==> src/rtl/bsg_cache_nb_dma_scheduler.sv <==
// rtl/bsg_cache_nb_dma_scheduler.sv - orders cache DMA evicts/refills onto split memory read/write channels
module bsg_cache_nb_dma_scheduler #(
    parameter int dma_pkt_width_p        = 64,
    parameter int dma_data_width_p       = 128,
    parameter int block_size_in_bursts_p = 4,
    parameter int mshr_els_p             = 4,
    parameter int evict_els_p            = 4,
    parameter int max_reads_p            = 4,
    localparam int lg_mshr_els           = (mshr_els_p > 1) ? $clog2(mshr_els_p) : 1
) (
    input  logic                        clk_i,
    input  logic                        reset_i,

    input  logic [dma_pkt_width_p-1:0]  cache_dma_pkt_i,
    input  logic                        cache_dma_pkt_v_i,
    output logic                        cache_dma_pkt_yumi_o,

    input  logic [dma_data_width_p-1:0] cache_dma_data_i,
    input  logic                        cache_dma_data_v_i,
    output logic                        cache_dma_data_yumi_o,

    output logic [dma_data_width_p-1:0] cache_refill_data_o,
    output logic [lg_mshr_els-1:0]      cache_refill_mshr_id_o,
    output logic                        cache_refill_v_o,
    input  logic                        cache_refill_ready_i,

    output logic [dma_pkt_width_p-1:0]  mem_read_pkt_o,
    output logic                        mem_read_pkt_v_o,
    input  logic                        mem_read_pkt_yumi_i,

    output logic [dma_pkt_width_p-1:0]  mem_write_pkt_o,
    output logic                        mem_write_pkt_v_o,
    input  logic                        mem_write_pkt_yumi_i,

    output logic [dma_data_width_p-1:0] mem_write_data_o,
    output logic                        mem_write_data_v_o,
    input  logic                        mem_write_data_yumi_i,

    input  logic [dma_data_width_p-1:0] mem_refill_data_i,
    input  logic [lg_mshr_els-1:0]      mem_refill_mshr_id_i,
    input  logic                        mem_refill_v_i,
    output logic                        mem_refill_ready_o,

    output logic                        busy_o
);

    localparam int lg_evict_els = (evict_els_p > 1) ? $clog2(evict_els_p) : 1;
    localparam int evq_cnt_w    = $clog2(evict_els_p + 1);
    localparam int beat_w       = (block_size_in_bursts_p > 1) ? $clog2(block_size_in_bursts_p) : 1;
    localparam int rd_cnt_w     = $clog2(max_reads_p + 1);

    localparam logic [beat_w-1:0]       last_beat_lp = beat_w'(block_size_in_bursts_p - 1);
    localparam logic [lg_evict_els-1:0] last_slot_lp = lg_evict_els'(evict_els_p - 1);
    localparam logic [evq_cnt_w-1:0]    evq_full_lp  = evq_cnt_w'(evict_els_p);
    localparam logic [rd_cnt_w-1:0]     rd_max_lp    = rd_cnt_w'(max_reads_p);

    typedef enum logic [1:0] {
        W_IDLE = 2'd0,
        W_REQ  = 2'd1,
        W_DATA = 2'd2
    } wstate_e;

    wstate_e                    wstate, wstate_n;
    logic [dma_pkt_width_p-1:0] evq_mem [evict_els_p];
    logic [lg_evict_els-1:0]    evq_wptr, evq_rptr;
    logic [evq_cnt_w-1:0]       evq_cnt;
    logic [beat_w-1:0]          wbeat, wbeat_n;
    logic [beat_w-1:0]          rbeat;
    logic [rd_cnt_w-1:0]        rd_cnt;

    logic wnr, evq_full, evq_empty, evq_push, evq_pop;
    logic rd_fire, rf_fire, rf_last;

    // Packet decode: writes go into the evict queue, reads wait until every older evict has left.
    always_comb begin
        wnr                  = cache_dma_pkt_i[dma_pkt_width_p-1];
        evq_full             = (evq_cnt == evq_full_lp);
        evq_empty            = (evq_cnt == '0);
        evq_push             = reset_i & cache_dma_pkt_v_i & wnr & ~evq_full;
        mem_read_pkt_o       = cache_dma_pkt_i;
        mem_read_pkt_v_o     = reset_i & cache_dma_pkt_v_i & ~wnr & evq_empty
                             & (wstate == W_IDLE) & (rd_cnt < rd_max_lp);
        rd_fire              = mem_read_pkt_v_o & mem_read_pkt_yumi_i;
        cache_dma_pkt_yumi_o = evq_push | rd_fire;
        mem_write_pkt_o      = evq_mem[evq_rptr];
        mem_write_data_o     = cache_dma_data_i;
        busy_o               = ~evq_empty | (wstate != W_IDLE) | (rd_cnt != '0);
    end

    // Refill path is a straight pass-through; the beat counter finds each block's last beat.
    always_comb begin
        cache_refill_data_o    = mem_refill_data_i;
        cache_refill_mshr_id_o = mem_refill_mshr_id_i;
        cache_refill_v_o       = reset_i & mem_refill_v_i;
        mem_refill_ready_o     = cache_refill_ready_i;
        rf_fire                = cache_refill_v_o & cache_refill_ready_i;
        rf_last                = rf_fire & (rbeat == last_beat_lp);
    end

    // Write sequencer: issue the queue head, then stream exactly one block of evict beats behind it.
    always_comb begin
        wstate_n              = wstate;
        wbeat_n               = wbeat;
        evq_pop               = 1'b0;
        mem_write_pkt_v_o     = 1'b0;
        mem_write_data_v_o    = 1'b0;
        cache_dma_data_yumi_o = 1'b0;
        case (wstate)
            W_IDLE: begin
                if (!evq_empty) wstate_n = W_REQ;
            end
            W_REQ: begin
                mem_write_pkt_v_o = 1'b1;
                if (mem_write_pkt_yumi_i) begin
                    wbeat_n  = '0;
                    wstate_n = W_DATA;
                end
            end
            W_DATA: begin
                mem_write_data_v_o    = cache_dma_data_v_i;
                cache_dma_data_yumi_o = cache_dma_data_v_i & mem_write_data_yumi_i;
                if (cache_dma_data_yumi_o) begin
                    if (wbeat == last_beat_lp) begin
                        evq_pop  = 1'b1;
                        wbeat_n  = '0;
                        // Another entry remains if more than one was queued or one arrives now.
                        wstate_n = ((evq_cnt != evq_cnt_w'(1)) | evq_push) ? W_REQ : W_IDLE;
                    end else begin
                        wbeat_n = wbeat + 1'b1;
                    end
                end
            end
            default: wstate_n = W_IDLE;
        endcase
    end

    // Evict queue payload storage; contents are don't-care while the slot is empty.
    always_ff @(posedge clk_i) begin
        if (evq_push) evq_mem[evq_wptr] <= cache_dma_pkt_i;
    end

    // Queue pointers, occupancy, write state and refill/read accounting.
    always_ff @(posedge clk_i or negedge reset_i) begin
        if (!reset_i) begin
            evq_wptr <= '0;
            evq_rptr <= '0;
            evq_cnt  <= '0;
            wstate   <= W_IDLE;
            wbeat    <= '0;
            rbeat    <= '0;
            rd_cnt   <= '0;
        end else begin
            if (evq_push) evq_wptr <= (evq_wptr == last_slot_lp) ? '0 : evq_wptr + 1'b1;
            if (evq_pop)  evq_rptr <= (evq_rptr == last_slot_lp) ? '0 : evq_rptr + 1'b1;
            evq_cnt <= evq_cnt + evq_cnt_w'(evq_push) - evq_cnt_w'(evq_pop);
            wstate  <= wstate_n;
            wbeat   <= wbeat_n;
            if (rf_fire) rbeat <= (rbeat == last_beat_lp) ? '0 : rbeat + 1'b1;
            case ({rd_fire, rf_last})
                2'b10:   rd_cnt <= rd_cnt + 1'b1;
                2'b01:   rd_cnt <= rd_cnt - 1'b1;
                default: rd_cnt <= rd_cnt;
            endcase
        end
    end

    refill_needs_read: assert property (@(posedge clk_i) disable iff (!reset_i)
        rf_fire |-> (rd_cnt != '0))
        else $error("refill beat accepted with no outstanding read");

endmodule

==> config.mk <==
export PLATFORM = sky130hd
export DESIGN_NAME = bsg_cache_nb_dma_scheduler
export DESIGN_NICKNAME = d
export VERILOG_FILES = /design/src/rtl/bsg_cache_nb_dma_scheduler.sv
export SDC_FILE = /design/constraint.sdc
export NUM_CORES = 1
export LEC_CHECK = 0
export CORE_AREA = 5 5 281 283
export DETAILED_ROUTE_END_ITERATION = 7
export DIE_AREA = 0 0 286 288
export DONT_BUFFER_PORTS = 1
export PLACE_DENSITY = 0.3
export SKIP_CTS_REPAIR_TIMING = 1
export SLEW_MARGIN = 20
export SYNTH_ARGS = -nofsm -noshare
export SYNTH_HDL_FRONTEND = slang
export SYNTH_SLANG_ARGS = --single-unit
==> constraint.sdc <==
create_clock -name clk_i -period 2.9 [get_ports clk_i]
set_clock_uncertainty 0.2 [all_clocks]
set_input_delay 0.435 -clock clk_i [delete_from_list [all_inputs] [get_ports clk_i]]
set_output_delay 0.435 -clock clk_i [all_outputs]
set_load 0.02 [all_outputs]
==> results.tsv, run 1 <==
stage	metric	value	unit
outcome	outcome	complete, no violations	
floorplanning	num_io_pins	725	
floorplanning	row_count	102	
floorplanning	initial_utilization	0.166	
logic_synthesis	synth_top_area_cell	edfxtp_1	
final_layout	fin_area	13400	sq um
sta	slew_violations	0	
drt	drtIter0Drc	212	
critical_path	start_kind	flip-flop	
worst_hold_path	min_path_cells	2	
sta	worst_pin_slew	889	ps
cts	clkSlewWorstSetupHoldPaths	60	ps
sta	timing.final.crit_period	2680	ps
critical_path	reg2reg_setup_slack	510	ps
drt	routed_via_density	3.29	
logic_synthesis	synth_xor_area_frac	0.00346	
drt	wirelength	30400	microns
logic_synthesis	synth_simple_gate_area_frac	0.0160	
power	swShare	0.269	
logic_synthesis	synthArstFlopShare	0.0588	
sta	slew_headroom	0.405	
final_layout	instances_no_fill	1555	
logic_synthesis	synth-seq-area-share	0.638	
power	ir_drop	0.000354	V
cts	cts_root_buf	clkbuf_16	
place	place_inst	1422	
worst_hold_path	hold_path.startpoint	mem_refill_v_i	
critical_path	cp_max_fo	14	
cts	clkLatencyLatePin	540	ps
sta	hold_ws	29.8	ps
cts	cts_tree	built	
grt	grt_pass1_wl	40700	microns
logic_synthesis	ys_seq_elements	272	
logic_synthesis	ys_warn_count	0	
power	leakagePower	4.13	nW
cts	clock_sinks	272	
sta	hold_violations	0	
logic_synthesis	synth_fp_nets	1093	
floorplanning	core	76400	sq um
sta	finalSetupViolations	0	
drt	drtPass1Iterations	4	
logic_synthesis	synth_most_common_cell	buf_4	
worst_hold_path	hold_path.class	input port to flip-flop	
grt	grt_antenna_before_repair	6	
power	p_per_area	783	nW/um^2
logic_synthesis	synthTopCellsByCount	326 x buf_4, 256 x edfxtp_1, 64 x mux4_2	
grt	first_global_vias	5345	
final_layout	final_nets	887	
place	numPortBuffers	0	
logic_synthesis	synthTopCellsByArea	edfxtp_1 61%, buf_4 19%, mux4_2 11%	
critical_path	r2r-start	wstate[1]$_DFFE_PN0P_	
worst_hold_path	min_to	rbeat[0]$_DFFE_PN0P_	
logic_synthesis	netlist_instances	750	
power	switchingPower	0.00283	W
flow_run	max_cap_violations	0	
critical_path	required	2270	ps
logic_synthesis	syn_area_per_cell	16.9	sq um
place	place_hpwl	19900	microns
final_layout	drive_above_1_share	0.269	
place	place_congestion	0.668	
sta	rsz0062_at_grt	no	
logic_synthesis	synth_top_family_by_area	buffers and inverters	
power	power_frac_seq	0.455	
drt	ant_nets	0	
grt	grt-ovfl-total	0	
critical_path	worstSetupPathType	flip-flop to output pin	
logic_synthesis	synth_ff_type	edfxtp_1	
critical_path	arrival	2040	ps
floorplanning	die_area	82400	sq um
critical_path	crit_path_end_kind	output pin	
grt	grt_use_total	0.0687	
power	share_comb_of_total_power	0.170	
drt	drc_errors	0	
final_layout	utilization	0.176	
logic_synthesis	synth.distinct_cells	33	
cts	cts.htree.levels	2	
logic_synthesis	synth_compound_area_frac	0.00474	
logic_synthesis	synth_mux_area_frac	0.121	
drt	route.vias.total	5115	
sta	fmax	0.374	GHz
cts	cts_buffer_depth	3	
sta	finalCritPeriodShare	0.923	
logic_synthesis	netlist.area_leader.share	0.607	
logic_synthesis	synth_fa_ha_area_frac	0.0130	
final_layout	area_growth	6.05	%
cts	cts_made_buffers	35	
logic_synthesis	syn-cell-area	12700	sq um
floorplanning	die_width	286	microns
place	place_area	11600	sq um
critical_path	reg2reg_depth	8	
power	pwr-share-clk	0.375	
power	intPower	0.00769	W
floorplanning	die_y	288	microns
grt	grt_max_degree	40	
drt	routedWlPerCell	19.6	microns
critical_path	r2r-end	evq_cnt[2]$_DFF_PN0_	
logic_synthesis	synth_edf_count	256	
==> flip-flops by register name, summed over array words and instances (netlist names) <==
name / flops
rbeat: 2
rd_cnt: 3
evq_rptr: 2
evq_mem: 256
wbeat: 2
evq_wptr: 2
evq_cnt: 3
wstate: 2
==> routing by layer <==
| metal | vias up | GRT usage | wire length [microns] |
|---|---|---|---|
| met1 | 2630 | 0.0707 | 11400 |
| met3 | 90 | 0.0587 | 4430 |
| met2 | 367 | 0.0989 | 13300 |
| met4 | 4 | 0.0318 | 1260 |
| li1 | 2024 | - | - |
| met5 | - | 0 | 27 |
==> worst max path at each step <==
stage | from | to | cells after the start
floorplan | cache_dma_pkt_i[63] | evq_mem[0][0]$_DFFE_PP_ | 3
global placement | evq_rptr[0]$_DFFE_PN0P_ | mem_write_pkt_o[6] | 2
detailed placement | evq_rptr[0]$_DFFE_PN0P_ | mem_write_pkt_o[9] | 2
CTS | evq_rptr[0]$_DFFE_PN0P_ | mem_write_pkt_o[8] | 2
global route | evq_rptr[1]$_DFFE_PN0P_ | mem_write_pkt_o[26] | 2
finish | evq_rptr[0]$_DFFE_PN0P_ | mem_write_pkt_o[41] | 2
==> cells in the final DEF, fill, tap and decap left out, drive strengths merged, types with 2 or more instances in the layout <==
master,instances
edfxtp,256
dlygate4sd3,70
mux4,64
clkbuf,40
buf,25
dfrtp,16
clkinv,16
inv,14
ha,10
nor2,7
mux2,6
and2,5
nand2b,3
nand3,3
xnor2,3
nand4,3
nor2b,2
and3,2
nor3,2
mux2i,2
o21ai,2
xor2,2
fa,2
==> worst max-delay path, cell delays in order, from the launching register on <==
cell	delay, ps
dfrtp_4	490
buf_4	340
mux4_2	650
==> stage by stage <==
step | setup slack [ps] | TNS (ps) | total power [W]
after floorplan | 651 | 0 | 0.00679
final | 224 | 0 | 0.0105
after CTS | -209 | -5540 | 0.0107
after global placement | 418 | 0 | 0.00653
after global routing | 51.4 | 0 | 0.0111
after detailed placement | 413 | 0 | 0.00657
==> kinds of logic after synthesis <==
group	Yosys count
compound gates	8
xor+xnor	5
fa+ha+maj	12
buf+inv	350
flops	272
mux	72
simple gates	31
==> cell type report <==
cell class,count,area (sq um)
inverters,12,45.0
well taps,988,1240
clock buffers,40,895
repair buffers,95,1000
diodes,1,2.50
clock inverters,19,153
fillers,8092,63000
flip-flops and latches,272,8100
multi-input cells,128,2010
==> power groups by stage <==
stage / combinational (W) / clock [W] / sequential, W
finish: 0.00179 / 0.00395 / 0.00479
global route: 0.00195 / 0.00434 / 0.00481
CTS: 0.00164 / 0.00417 / 0.00485
detailed placement: 0.00163 / 0 / 0.00494
global placement: 0.00162 / 0 / 0.00491
floorplan: 0.00199 / 0 / 0.00480
Note: power is estimated with default switching activity, not from simulation.
==> run 2, diff against run 1 <==
--- a/config.mk
+++ b/config.mk
@@ -5,9 +5,9 @@
 export SDC_FILE = /design/constraint.sdc
 export NUM_CORES = 1
 export LEC_CHECK = 0
-export CORE_AREA = 5 5 281 283
+export CORE_AREA = 5 5 278 280
 export DETAILED_ROUTE_END_ITERATION = 7
-export DIE_AREA = 0 0 286 288
+export DIE_AREA = 0 0 283 285
 export DONT_BUFFER_PORTS = 1
 export PLACE_DENSITY = 0.3
 export SKIP_CTS_REPAIR_TIMING = 1
==> run 2 against run 1 <==
Effect of this change:
- non-clock buffer count is 11 lower
- cell count is 2.4% lower
- routed wire length is 6.8% lower
- critical path type unchanged
==> results.tsv, run 2 (synthesized netlist as in run 1, its figures left out) <==
stage	metric	value	unit	change
critical_path	worstSetupPathType	flip-flop to output pin		
sta	slew_violations	0		unchanged
place	place_congestion	0.661		-1.0%
cts	cts_tree	built		
power	ir_drop	0.000384	V	+8.5%
critical_path	critical_path.max_stage_delay	670	ps	+20 ps
final_layout	reg.largest.list	evq_mem x256, evq_cnt x3, rd_cnt x3		
drt	ant_nets	0		unchanged
sta	finalSetupViolations	0		unchanged
floorplanning	die_area	80700	sq um	-2.1%
flow_run	max_cap_violations	0		unchanged
worst_hold_path	hold_path.class	input port to flip-flop		
cts	clock_sinks	272		unchanged
cts	clkLatencyLatePin	560	ps	+20 ps
critical_path	start_kind	flip-flop		
critical_path	crit_path_end_kind	output pin		
critical_path	arrival	2050	ps	about the same
drt	drtPass1Iterations	4		unchanged
grt	met2_usage	0.106		+0.00750
floorplanning	die_y	285	microns	-1.0%
sta	slew_headroom	0.450		+0.0453
power	p_per_area	785	nW/um^2	+0.21%
critical_path	cp_max_fo	38		+24
cts	cts_buffer_depth	3		unchanged
drt	drtIter0Drc	175		-17%
cts	clkSlewWorstSetupHoldPaths	60	ps	about the same
final_layout	drive_above_1_share	0.245		-0.0240
drt	route.vias.total	5023		-1.8%
floorplanning	row_count	100		-2.0%
final_layout	n_antenna_cell	0		-1
grt	busiest_layer	met2		
final_layout	final_common_cell	edfxtp_1		
critical_path	slowest_stage	mux4_2		
outcome	outcome	complete, no violations		
grt	grt_use_total	0.0662		-0.00245
sta	worst_pin_slew	822	ps	-67.8 ps
cts	cts_root_buf	clkbuf_16		
floorplanning	core	74200	sq um	-2.9%
cts	cts_made_buffers	31		-11%
final_layout	fillers	7883		-2.6%
final_layout	layout_common_cells	256 x edfxtp_1, 71 x dlygate4sd3_1, 64 x mux4_2		
floorplanning	num_io_pins	725		unchanged
sta	finalCritPeriodShare	0.927		+0.00460
drt	drc_errors	0		unchanged
sta	hold_violations	0		unchanged
final_layout	area_growth	4.65	%	
drt	routedWlPerCell	18.7	microns	-4.5%
drt	routed_via_density	3.31		+0.66%
grt	grt_pass1_wl	39600	microns	-2.8%
place	place_hpwl	18600	microns	-6.3%
floorplanning	die_width	283	microns	-1.0%
grt	grt_antenna_before_repair	5		-1
final_layout	regMostFlops	evq_mem		
floorplanning	initial_utilization	0.171		+0.00503
power	power.total	0.0104	W	-1.1%
grt	grt_max_degree	41		+2.5%
final_layout	final_nets	872		-1.7%
grt	grt-ovfl-total	0		unchanged
grt	first_global_vias	5328		-0.32%
sta	timing.final.crit_period	2690	ps	+13.4 ps
drt	wirelength	28300	microns	-6.8%
sta	fmax	0.372	GHz	-0.50%
grt	grtUsageMet3	0.0452		-0.0135
power	leakagePower	4.04	nW	-2.2%
critical_path	required	2270	ps	about the same
critical_path	cp_cell_sequence	buf_12 > mux4_2		
sta	rsz0062_at_grt	no		
grt	grt.met1_usage	0.0692		-0.00145
final_layout	largest_register_ff_count	256		unchanged
sta	tns	0	ps	unchanged
cts	cts.htree.levels	1		-1
place	numPortBuffers	0		unchanged
-- run 2: critical path, delay by kind of cell (launching register included) --
kind / cells / cell delay, ps
buf+inv: 1 / 310
mux: 1 / 670
flops: 1 / 440
-- run 2: metal layers --
metal / up-vias / share of wire
met4: 8 / 0.033
met1: 2612 / 0.37
li1: 1986 / -
met3: 76 / 0.13
met5: - / 0.0015
met2: 341 / 0.46
-- run 2: final cells by class --
class	count	area [sq um]	area share
sequential	272	8100	0.610
multi-input combinational	128	2010	0.152
tap	969	1210	0.0914
timing repair buffer	84	896	0.0676
clock buffer	33	783	0.0591
clock inverter	19	218	0.0164
inverter	12	45.0	0.00340
-- run 2: path summary, 6_finish.rpt --
check                                   startpoint                 endpoint  slack, ps  cells after the start
max                        evq_rptr[0]$_DFFE_PN0P_      mem_write_pkt_o[31]        210                      2
min                            mem_read_pkt_yumi_i    rd_cnt[0]$_DFFE_PN0P_         60                      3
max reg2reg                  wstate[1]$_DFFE_PN0P_     evq_cnt[2]$_DFF_PN0_        540                      8
min reg2reg                  rd_cnt[0]$_DFFE_PN0P_    rd_cnt[0]$_DFFE_PN0P_        290                      1
max in group asynchronous                  reset_i  evq_rptr[1]$_DFFE_PN0P_       1690                      1
min in group asynchronous                  reset_i    wstate[0]$_DFFE_PN0P_        210                      1
-- run 2: per-stage QoR --
| stage | setup slack (ps) | hold slack (ps) | utilization | cell area (sq um) | std cells |
|---|---|---|---|---|---|
| floorplan | 651 | -60.6 | - | 12700 | 750 |
| global placement | 614 | -59.8 | 0.156 | 11500 | 1394 |
| detailed placement | 525 | -59.5 | 0.156 | 11500 | 1394 |
| CTS | 93.1 | -706 | 0.169 | 12500 | 1446 |
| global route | 54.5 | 75.3 | 0.179 | 13300 | 1517 |
| finish | 210 | 64.6 | 0.179 | 13300 | 1517 |
-- run 2: report_power, final --
group	total [W]	switching (W)	internal, W
combinational	0.00176	0.00104	0.000726
sequential	0.00478	0.000164	0.00461
clock	0.00387	0.00151	0.00236
total	0.0104	0.00271	0.00770
==> run 3, diff against run 2 <==
--- a/config.mk
+++ b/config.mk
@@ -5,12 +5,15 @@
 export SDC_FILE = /design/constraint.sdc
 export NUM_CORES = 1
 export LEC_CHECK = 0
+export CELL_PAD_IN_SITES_DETAIL_PLACEMENT = 1
+export CELL_PAD_IN_SITES_GLOBAL_PLACEMENT = 2
 export CORE_AREA = 5 5 278 280
 export DETAILED_ROUTE_END_ITERATION = 7
 export DIE_AREA = 0 0 283 285
 export DONT_BUFFER_PORTS = 1
-export PLACE_DENSITY = 0.3
+export PLACE_DENSITY = 0.39
 export SKIP_CTS_REPAIR_TIMING = 1
+export SKIP_LAST_GASP = 1
 export SLEW_MARGIN = 20
 export SYNTH_ARGS = -nofsm -noshare
 export SYNTH_HDL_FRONTEND = slang
==> run 3 against run 2 <==
Effect of this change:
- fmax grew 2.2%
- non-clock buffer count grew 1
- worst setup slack gained 57 ps
- global-route usage grew 0.58 points
- register-to-register slack lost 20 ps
- critical endpoint is now mem_write_pkt_o[55]
==> results.tsv, run 3 (synthesized netlist as in run 1, its figures left out) <==
stage	metric	value	unit	change
sta	worst_pin_slew	806	ps	-15.5 ps
grt	first_global_vias	5591		+4.9%
drt	routedWlPerCell	20.2	microns	+8.2%
worst_hold_path	hold_path.class	input port to flip-flop		
final_layout	final_common_cell	edfxtp_1		
power	p_per_area	795	nW/um^2	+1.3%
sta	slew_headroom	0.461		+0.0104
critical_path	critical_path.max_stage_delay	700	ps	+30 ps
final_layout	utilization	0.179		+0.000591
sta	rsz0062_at_grt	no		
sta	hold_violations	0		unchanged
sta	hold_ws	22.7	ps	-41.9 ps
floorplanning	num_io_pins	725		unchanged
drt	ant_nets	0		unchanged
grt	grtUsageMet3	0.0514		+0.00623
cts	cts_made_buffers	34		+9.7%
critical_path	slowest_stage	dfrtp_4		
power	ir_drop	0.000365	V	-4.9%
flow_run	max_cap_violations	0		unchanged
grt	met2_usage	0.116		+0.00922
sta	fmax	0.380	GHz	+2.2%
grt	grt_max_degree	36		-12%
power	power.total	0.0106	W	+1.6%
place	place_congestion	0.654		-1.1%
critical_path	required	2270	ps	about the same
drt	drtIter0Drc	210		+20%
place	place_inst	1396		+0.14%
power	leakagePower	4.07	nW	+0.68%
grt	grt_pass1_wl	42000	microns	+6.0%
final_layout	fin_area	13300	sq um	+0.33%
drt	route.vias.total	5110		+1.7%
critical_path	arrival	2000	ps	-50 ps
critical_path	start_kind	flip-flop		
floorplanning	initial_utilization	0.171		unchanged
critical_path	crit_path_end_kind	output pin		
cts	cts_tree	built		
final_layout	final_nets	876		+0.46%
place	place_hpwl	20200	microns	+8.1%
floorplanning	die_area	80700	sq um	unchanged
cts	clock_sinks	272		unchanged
critical_path	cp_cell_sequence	buf_12 > mux4_2		
floorplanning	die_width	283	microns	unchanged
critical_path	cp_max_fo	29		-24%
cts	cts_root_buf	clkbuf_16		
floorplanning	row_count	100		unchanged
drt	drtPass1Iterations	4		unchanged
final_layout	largest_register_ff_count	256		unchanged
cts	cts_buffer_depth	3		unchanged
place	place_area	11500	sq um	-0.19%
grt	grt_antenna_before_repair	4		-1
final_layout	reg.largest.list	evq_mem x256, evq_cnt x3, rd_cnt x3		
grt	grt_use_total	0.0720		+0.00577
sta	slew_violations	0		unchanged
cts	clkLatencyLatePin	520	ps	-40 ps
cts	clkSlewWorstSetupHoldPaths	60	ps	about the same
sta	timing.final.crit_period	2630	ps	-57.1 ps
final_layout	instances_no_fill	1526		+0.59%
floorplanning	die_y	285	microns	unchanged
drt	routed_via_density	3.35		+1.1%
grt	busiest_layer	met2		
drt	wirelength	30800	microns	+8.8%
critical_path	worstSetupPathType	flip-flop to output pin		
final_layout	layout_common_cells	256 x edfxtp_1, 69 x dlygate4sd3_1, 64 x mux4_2		
floorplanning	core	74200	sq um	unchanged
place	numPortBuffers	0		unchanged
final_layout	drive_above_1_share	0.256		+0.0113
drt	drc_errors	0		unchanged
sta	finalSetupViolations	0		unchanged
final_layout	fillers	8045		+2.1%
cts	cts.htree.levels	2		+1
final_layout	regMostFlops	evq_mem		
outcome	outcome	complete, no violations		
grt	grt-ovfl-total	0		unchanged
grt	grt.met1_usage	0.0699		+0.000702
sta	finalCritPeriodShare	0.908		-0.0197
final_layout	area_growth	5.00	%	
## run 3: cell types whose count changed in the layout (fill, tap and decap cells not counted), sizes merged
cell	before	now
inv	13	14
buf	13	16
clkinvlp	0	2
clkinv	13	12
diode	0	2
clkbuf	33	41
bufinv	5	1
dlygate4sd3	71	69
## run 3: power breakdown
group / total (W) / internal [W] / switching, W
sequential: 0.00479 / 0.00461 / 0.000172
clock: 0.00403 / 0.00240 / 0.00163
combinational: 0.00177 / 0.000731 / 0.00104
total: 0.0106 / 0.00774 / 0.00283
## run 3: path summary, 6_finish.rpt
check | startpoint | to | slack [ps] | cells past startpoint
setup / recovery | evq_rptr[1]$_DFFE_PN0P_ | mem_write_pkt_o[55] | 270 | 2
hold / removal | reset_i | rbeat[0]$_DFFE_PN0P_ | 20 | 2
setup reg to reg | wstate[1]$_DFFE_PN0P_ | evq_cnt[2]$_DFF_PN0_ | 520 | 8
hold reg to reg | rd_cnt[0]$_DFFE_PN0P_ | rd_cnt[0]$_DFFE_PN0P_ | 280 | 1
max in group asynchronous | reset_i | evq_rptr[1]$_DFFE_PN0P_ | 1670 | 1
min in group asynchronous | reset_i | evq_wptr[1]$_DFFE_PN0P_ | 250 | 1
## run 3: area by class of cell
| type | instances | area [sq um] | area share |
|---|---|---|---|
| diodes | 2 | 5.00 | 0.000376 |
| multi-input cells | 128 | 2010 | 0.151 |
| repair buffers | 85 | 873 | 0.0656 |
| well taps | 969 | 1210 | 0.0911 |
| clock inverters | 17 | 121 | 0.00912 |
| clock buffers | 41 | 941 | 0.0707 |
| inverters | 12 | 45.0 | 0.00339 |
| flip-flops and latches | 272 | 8100 | 0.608 |
## run 3: worst max-delay path, delay by kind of cell (launching register included)
family	cells	cell delay [ps]
buf+inv	1	300
flops	1	700
mux	1	450
## run 3: stage by stage
| step | worst slack, ps | TNS [ps] |
|---|---|---|
| after floorplan | 651 | 0 |
| after global placement | 572 | 0 |
| after detailed placement | 515 | 0 |
| after CTS | -15.4 | -15.4 |
| after global routing | 120 | 0 |
| final | 268 | 0 |
## run 3: metal layers
layer / vias to the layer above / part of all wire
met4: 4 / 0.046
met1: 2624 / 0.37
met3: 127 / 0.11
met2: 351 / 0.47
li1: 2004 / -
met5: - / 0.00088
